## src/rtl/costas_gain_sched.sv

```systemverilog
// rtl/costas_gain_sched.sv - Costas loop lock detector and loop-gain scheduler
//
// Purpose: watches the Costas phase-error stream in fixed windows of counted
// samples, judges each window good or bad, and steps the NCO feedback shift
// from a wide acquisition value to a narrow tracking value as lock is gained.
//
// Ports:
//   clk            - single clock
//   rst_n          - asynchronous active-low reset, release synchronized to clk
//   en             - loop enable; low forces IDLE
//   err_tdata      - signed phase-error sample
//   err_tvalid     - error sample valid
//   feedback_shift - right-shift drive for the NCO phase block (registered)
//   locked         - lock indicator (registered)
//   state          - FSM state: IDLE=0 ACQUIRE=1 TRACK=2 LOCKED=3 (registered)

module costas_gain_sched #(
  parameter int WIDTH        = 16,
  parameter int ERR_THRESH   = 1024,
  parameter int WIN_LEN      = 256,
  parameter int BAD_MAX      = 8,
  parameter int LOCK_WINS    = 4,
  parameter int UNLOCK_WINS  = 2,
  parameter int SHIFT_WIDE   = 2,
  parameter int SHIFT_NARROW = 8
) (
  input  logic                    clk,
  input  logic                    rst_n,
  input  logic                    en,
  input  logic signed [WIDTH-1:0] err_tdata,
  input  logic                    err_tvalid,
  output logic [3:0]              feedback_shift,
  output logic                    locked,
  output logic [1:0]              state
);

  typedef enum logic [1:0] {
    ST_IDLE    = 2'd0,
    ST_ACQUIRE = 2'd1,
    ST_TRACK   = 2'd2,
    ST_LOCKED  = 2'd3
  } state_t;

  localparam logic [WIDTH:0]   THRESH    = (WIDTH+1)'(ERR_THRESH);
  localparam logic [15:0]      WIN_LAST  = 16'(WIN_LEN - 1);
  localparam logic [15:0]      BAD_LIM   = 16'(BAD_MAX);
  localparam logic [15:0]      LOCK_LIM  = 16'(LOCK_WINS);
  localparam logic [15:0]      UNLK_LIM  = 16'(UNLOCK_WINS);
  localparam logic [3:0]       SH_WIDE   = 4'(SHIFT_WIDE);
  localparam logic [3:0]       SH_NARROW = 4'(SHIFT_NARROW);
  localparam logic [WIDTH-1:0] MOST_NEG  = {1'b1, {(WIDTH-1){1'b0}}};
  localparam logic [WIDTH-1:0] MOST_POS  = {1'b0, {(WIDTH-1){1'b1}}};

  // Reset release synchronizer: assertion is immediate, release takes two edges.
  logic [1:0] rst_sync_q;
  logic       run_ok;

  always_ff @(posedge clk or negedge rst_n) begin
    if (!rst_n) begin
      rst_sync_q <= 2'b00;
    end else begin
      rst_sync_q <= {rst_sync_q[0], 1'b1};
    end
  end

  assign run_ok = rst_sync_q[1];

  state_t      state_q;
  logic [3:0]  shift_q;
  logic        locked_q;
  logic [15:0] win_cnt_q;
  logic [15:0] bad_cnt_q;
  logic [15:0] good_run_q;
  logic [15:0] bad_run_q;

  logic [WIDTH-1:0] mag;
  logic             smp_bad;
  logic [15:0]      bad_cnt_d;
  logic             smp_cnt;
  logic             win_end;
  logic             win_good;

  always_comb begin
    mag = err_tdata;
    // The most negative code has no positive twin; clamp it to full scale.
    if (err_tdata == MOST_NEG) begin
      mag = MOST_POS;
    end else if (err_tdata[WIDTH-1]) begin
      mag = WIDTH'(-err_tdata);
    end
    smp_bad = ({1'b0, mag} > THRESH);

    // Saturating bad count including the current sample.
    bad_cnt_d = bad_cnt_q;
    if (smp_bad && (bad_cnt_q != 16'hFFFF)) begin
      bad_cnt_d = bad_cnt_q + 16'd1;
    end

    smp_cnt  = err_tvalid && (state_q != ST_IDLE);
    win_end  = smp_cnt && (win_cnt_q == WIN_LAST);
    win_good = (bad_cnt_d <= BAD_LIM);
  end

  always_ff @(posedge clk or negedge rst_n) begin
    if (!rst_n) begin
      state_q    <= ST_IDLE;
      shift_q    <= SH_WIDE;
      locked_q   <= 1'b0;
      win_cnt_q  <= '0;
      bad_cnt_q  <= '0;
      good_run_q <= '0;
      bad_run_q  <= '0;
    end else if (!run_ok || !en) begin
      // Held in IDLE until reset release completes; en low beats a window end.
      state_q    <= ST_IDLE;
      shift_q    <= SH_WIDE;
      locked_q   <= 1'b0;
      win_cnt_q  <= '0;
      bad_cnt_q  <= '0;
      good_run_q <= '0;
      bad_run_q  <= '0;
    end else if (state_q == ST_IDLE) begin
      state_q <= ST_ACQUIRE;
    end else if (smp_cnt && !win_end) begin
      win_cnt_q <= win_cnt_q + 16'd1;
      bad_cnt_q <= bad_cnt_d;
    end else if (win_end) begin
      win_cnt_q <= '0;
      bad_cnt_q <= '0;
      case (state_q)
        ST_ACQUIRE: begin
          if (!win_good) begin
            good_run_q <= '0;
          end else if (good_run_q + 16'd1 >= LOCK_LIM) begin
            state_q    <= ST_TRACK;
            shift_q    <= SH_WIDE + 4'd1;
            good_run_q <= '0;
          end else begin
            good_run_q <= good_run_q + 16'd1;
          end
        end
        ST_TRACK: begin
          if (!win_good) begin
            state_q <= ST_ACQUIRE;
            shift_q <= SH_WIDE;
          end else if (shift_q + 4'd1 >= SH_NARROW) begin
            // Clamped so the shift can never pass the narrow value.
            state_q  <= ST_LOCKED;
            shift_q  <= SH_NARROW;
            locked_q <= 1'b1;
          end else begin
            shift_q <= shift_q + 4'd1;
          end
          good_run_q <= '0;
          bad_run_q  <= '0;
        end
        ST_LOCKED: begin
          if (win_good) begin
            bad_run_q <= '0;
          end else if (bad_run_q + 16'd1 >= UNLK_LIM) begin
            state_q   <= ST_ACQUIRE;
            shift_q   <= SH_WIDE;
            locked_q  <= 1'b0;
            bad_run_q <= '0;
          end else begin
            bad_run_q <= bad_run_q + 16'd1;
          end
        end
        default: begin
          state_q <= ST_IDLE;
        end
      endcase
    end
  end

  assign state          = state_q;
  assign feedback_shift = shift_q;
  assign locked         = locked_q;

endmodule

```

## config.mk

```make
export PLATFORM = sky130hd
export DESIGN_NAME = costas_gain_sched
export DESIGN_NICKNAME = d
export VERILOG_FILES = /design/src/rtl/costas_gain_sched.sv
export SDC_FILE = /design/constraint.sdc
export NUM_CORES = 1
export LEC_CHECK = 0
export CAP_MARGIN = 20
export CORE_UTILIZATION = 40
export DETAILED_ROUTE_END_ITERATION = 16
export PLACE_DENSITY_LB_ADDON = 0.2
export SETUP_SLACK_MARGIN = 0.3
export SLEW_MARGIN = 20
export SYNTH_ARGS = -nofsm -noshare
export SYNTH_HDL_FRONTEND = slang
export SYNTH_SLANG_ARGS = --single-unit
```

## constraint.sdc

```tcl
create_clock -name clk -period 3.8 [get_ports clk]
set_clock_uncertainty 0.1 [all_clocks]
set_input_delay 0.76 -clock clk [delete_from_list [all_inputs] [get_ports clk]]
set_output_delay 0.76 -clock clk [all_outputs]
set_load 0.01 [all_outputs]
```

==> out/summary.md <==
## Run status
• finished with violations — status
• negative setup slack — violated checks

## Clock tree
• 2 — worst-case clock buffer depth
• built — TritonCTS clock tree
• 3 — H-Tree Depth
• 0 — hold buffer count at CTS
• 0.33 ns — Skew-Pair Late Insertion Delay
• sky130_fd_sc_hd__clkbuf_16 — Root Buffer
• 9 — total clock buffers created by CTS
• 0.06 ns — clock-pin slew of the registers on the worst-case setup and hold paths
• 73 — number of clock sinks seen by CTS

## Power and ir drop
• 0.090 — combinational fraction of design power
• 0.231 — switching fraction of total power
• 0.432 mW — switching component of the power
• 0.423 — power share of the sequential group
• 326 nW/um^2 — power per cell area
• 2.48 nW — Leak Pwr
• 0.228 mV — worst voltage drop across the vdd grid
• 0.487 — clock share of power
• 1.43 mW — Pint

## Timing
• 7 — final number of setup-violating endpoints
• 0 — Slew Viols, Final
• 1.07 — Period Utilization, post-route
• -0.276 ns — worst setup slack after layout
• 1.07 ns — transition time of the tightest slew-check pin
• true — RSZ-0062 raised after global routing
• 0 — number of endpoints with negative hold slack in the final report
• 0.288 — slew margin rel.
• -1.30 ns — summed negative setup slack over all endpoints
• 245 MHz — upper clock frequency limit
• 4.08 ns — Final Critical Period

## Die
• 11800 sq um — Total Die Area
• 38 — FP Rows
• 0.415 — initial cell density of the core
• 27 — Ports
• 109 microns — vertical die dimension
• 10900 sq um — area of the core
• 109 microns — horizontal die dimension

## Routing
• 0 — number of nets with antenna violations after detailed routing
• 255 — 1st-iter DRT viols
• 10600 microns — Routed Wire Length
• 4136 — count of vias placed by the detailed router
• 4 — count of TritonRoute iterations in the first routing pass
• 0 — count of unresolved DRC violations after routing
• 5.61 — detail-routed via count per cell
• 14.4 microns — routed length per placed instance

## GRT
• 0.193 — GRT Resource Usage Total
• 0 — initial antenna violation count
• 0 — GRT Residual Overflow
• 18400 microns — first-pass GRT wire length
• 74 — pin count of the biggest net entering global routing
• 3966 — number of global-route vias before repair

## Place
• 0.855 — routability congestion estimate from global placement
• 5280 sq um — Placed Instance Area
• 7440 microns — DPL Wire Length
• 26 — Port-buffer cells

## Yosys
• 0 — Yosys warnings
• 0.397 — share of the synthesized area in the top cell type
• 73 — flip-flop and latch count after synthesis
• 72 — Cell variety after synth
• 524 — Gate Count Post-Synth
• 552 — Syn Nets
• 8.67 sq um — average footprint of a synthesized cell
• 0 — Post-synth EDFFs
• sky130_fd_sc_hd__dfrtp_1 — dominant register cell in the synthesized netlist
• 0.402 — sequential area share after synthesis
• 1.00 — Async SR Flop Fraction
• sky130_fd_sc_hd__nand2_1, sky130_fd_sc_hd__dfrtp_1, sky130_fd_sc_hd__o21ai_1, sky130_fd_sc_hd__and2_1, sky130_fd_sc_hd__nor2_1 — most common library cells after synthesis
• sky130_fd_sc_hd__dfrtp_1 — biggest area consumer among synthesized cells
• sky130_fd_sc_hd__dfrtp_1, sky130_fd_sc_hd__nand2_1, sky130_fd_sc_hd__and2_1 — ranking of synthesized cells by area
• 4540 sq um — area of the mapped netlist
• sky130_fd_sc_hd__nand2_1 — top-count cell post-synth

## Finish
• 620 — net total in the final layout
• 0.183 — ratio of cells with drive above 1 in the final layout
• 0 — number of diodes
• 1830 sq um — Sequential cell area
• 1018 — Filler cells
• 26.0% — area added between synthesis and finish
• 2690 sq um — total area of multi-input combinational cells
• 5720 sq um — final non-filler cell area

## Setup path
• 5 — Crit Path Max Fanout
• input pin to flip-flop — Critical Setup Path Class
• 0.39 ns — internal reg-to-reg setup slack
• input pin — startpoint kind of the worst setup timing path
• flip-flop — Worst Setup End Kind
• 3.91 ns — critical path required time
• 4.18 ns — data arrival time of the critical path

## Job
• 0 — number of maximum-capacitance constraint violations

## Min path
• flip-flop to flip-flop — Hold Path Class

-- flip-flops by register name, indices dropped and copies added, names as in the netlist --
name and count:
locked 1, win_cnt_q 16, good_run_q 16, feedback_shift 4
rst_sync_q 2, bad_cnt_q 16, bad_run_q 16, state 2
-- area by class of cell --
type,instances,area share
Inverter,12,0.0114
Clock inverter,6,0.0157
Sequential cell,73,0.319
Timing Repair Buffer,77,0.113
Clock buffer,10,0.0400
Tap cell,140,0.0306
Multi-Input combinational cell,419,0.470
-- routing by layer --
layer  GRT usage  part of all wire
met5           0                 0
met4      0.0541            0.0097
met3      0.0332             0.026
met2       0.326              0.49
met1       0.252              0.48
-- worst max-delay path, cell delays in order --
cell and delay [ns]:
sky130_fd_sc_hd__buf_6 0.09, sky130_fd_sc_hd__or4_4 0.56, sky130_fd_sc_hd__buf_6 0.14, sky130_fd_sc_hd__or4_4 0.43, sky130_fd_sc_hd__o2111ai_4 0.21, sky130_fd_sc_hd__a2111oi_4 0.07, sky130_fd_sc_hd__o2111ai_2 0.22, sky130_fd_sc_hd__buf_4 0.17
sky130_fd_sc_hd__buf_4 0.11, sky130_fd_sc_hd__nand2_1 0.06, sky130_fd_sc_hd__a32oi_2 0.26, sky130_fd_sc_hd__nor4_4 0.07, sky130_fd_sc_hd__buf_4 0.16, sky130_fd_sc_hd__and3_1 0.19, sky130_fd_sc_hd__o31ai_4 0.36, sky130_fd_sc_hd__mux2_4 0.33
-- power by group through the flow --
stage	combinational [mW]	sequential (mW)	clock [mW]
after floorplan	0.0732	0.801	0
after global placement	0.160	0.803	0
after detailed placement	0.164	0.804	0
after CTS	0.164	0.789	0.937
after global routing	0.186	0.790	0.963
final	0.169	0.790	0.909
-- worst paths after layout --
check	from	to	cells past startpoint
min reg2reg	rst_sync_q[0]$_DFF_PN0_	rst_sync_q[1]$_DFF_PN0_	0
max in group asynchronous	rst_n	state[0]$_DFFE_PN0P_	1
min in group asynchronous	rst_n	good_run_q[9]$_DFFE_PN0P_	1
max	err_tdata[4]	feedback_shift[0]$_DFFE_PN0P_	16
max reg2reg	bad_cnt_q[1]$_DFFE_PN0P_	feedback_shift[0]$_DFFE_PN0P_	12
min	rst_sync_q[0]$_DFF_PN0_	rst_sync_q[1]$_DFF_PN0_	0
-- cell families (layout without fill, tap and decap cells) --
| kind of cell | after synthesis | in the layout | share of synthesized area |
|---|---|---|---|
| adders and majority gates | 8 | 8 | 0.0220 |
| other | 1 | 1 | 0.000826 |
| muxes | 10 | 10 | 0.0262 |
| DFF | 73 | 73 | 0.402 |
| buffers and inverters | 32 | 105 | 0.0300 |
| AOI/OAI and AO/OA | 135 | 135 | 0.204 |
| and+or+nand+nor | 248 | 248 | 0.282 |
| xor gates and xnor gates | 17 | 17 | 0.0328 |
-- repair_timing --
item	CTS	global route
gates resized for setup	37	15
setup buffers	3	2
gates cloned	0	0
endpoints found under the setup margin	21	10
pin swaps	15	7
-- metrics by stage --
step	cells	hold slack [ns]	util	setup slack, ns	power [mW]
after floorplan	524	0.231	-	-0.264	0.874
after detailed placement	716	0.246	0.483	-1.08	0.967
after global placement	716	0.237	0.483	-1.01	0.964
after global routing	737	0.259	0.523	-0.396	1.94
final	737	0.255	0.523	-0.276	1.87
after CTS	735	0.260	0.517	-0.540	1.89
-- layout by cell type, fill, tap and decap left out, types with 4 or more instances in the layout --
master,synthesis,routed
sky130_fd_sc_hd__o21ai_1,39,39
sky130_fd_sc_hd__o21ai_0,14,14
sky130_fd_sc_hd__xor2_1,7,7
sky130_fd_sc_hd__buf_4,0,47
sky130_fd_sc_hd__buf_6,2,7
sky130_fd_sc_hd__inv_1,12,9
sky130_fd_sc_hd__nor2_1,32,32
sky130_fd_sc_hd__ha_1,8,7
sky130_fd_sc_hd__nand4_1,10,10
sky130_fd_sc_hd__o31ai_1,7,7
sky130_fd_sc_hd__a21oi_1,18,15
sky130_fd_sc_hd__a31oi_1,11,11
sky130_fd_sc_hd__xnor2_1,10,10
sky130_fd_sc_hd__nor3_1,22,21
sky130_fd_sc_hd__and3_1,13,13
sky130_fd_sc_hd__nand2_1,74,73
sky130_fd_sc_hd__clkbuf_16,0,9
sky130_fd_sc_hd__and2_1,36,36
sky130_fd_sc_hd__clkdlybuf4s50_1,0,16
sky130_fd_sc_hd__nand3_1,25,24
sky130_fd_sc_hd__nor4_1,12,10
sky130_fd_sc_hd__dfrtp_1,72,72
sky130_fd_sc_hd__a22o_1,4,4
sky130_fd_sc_hd__nor2b_1,4,4
(Power assumes the default switching activity.)
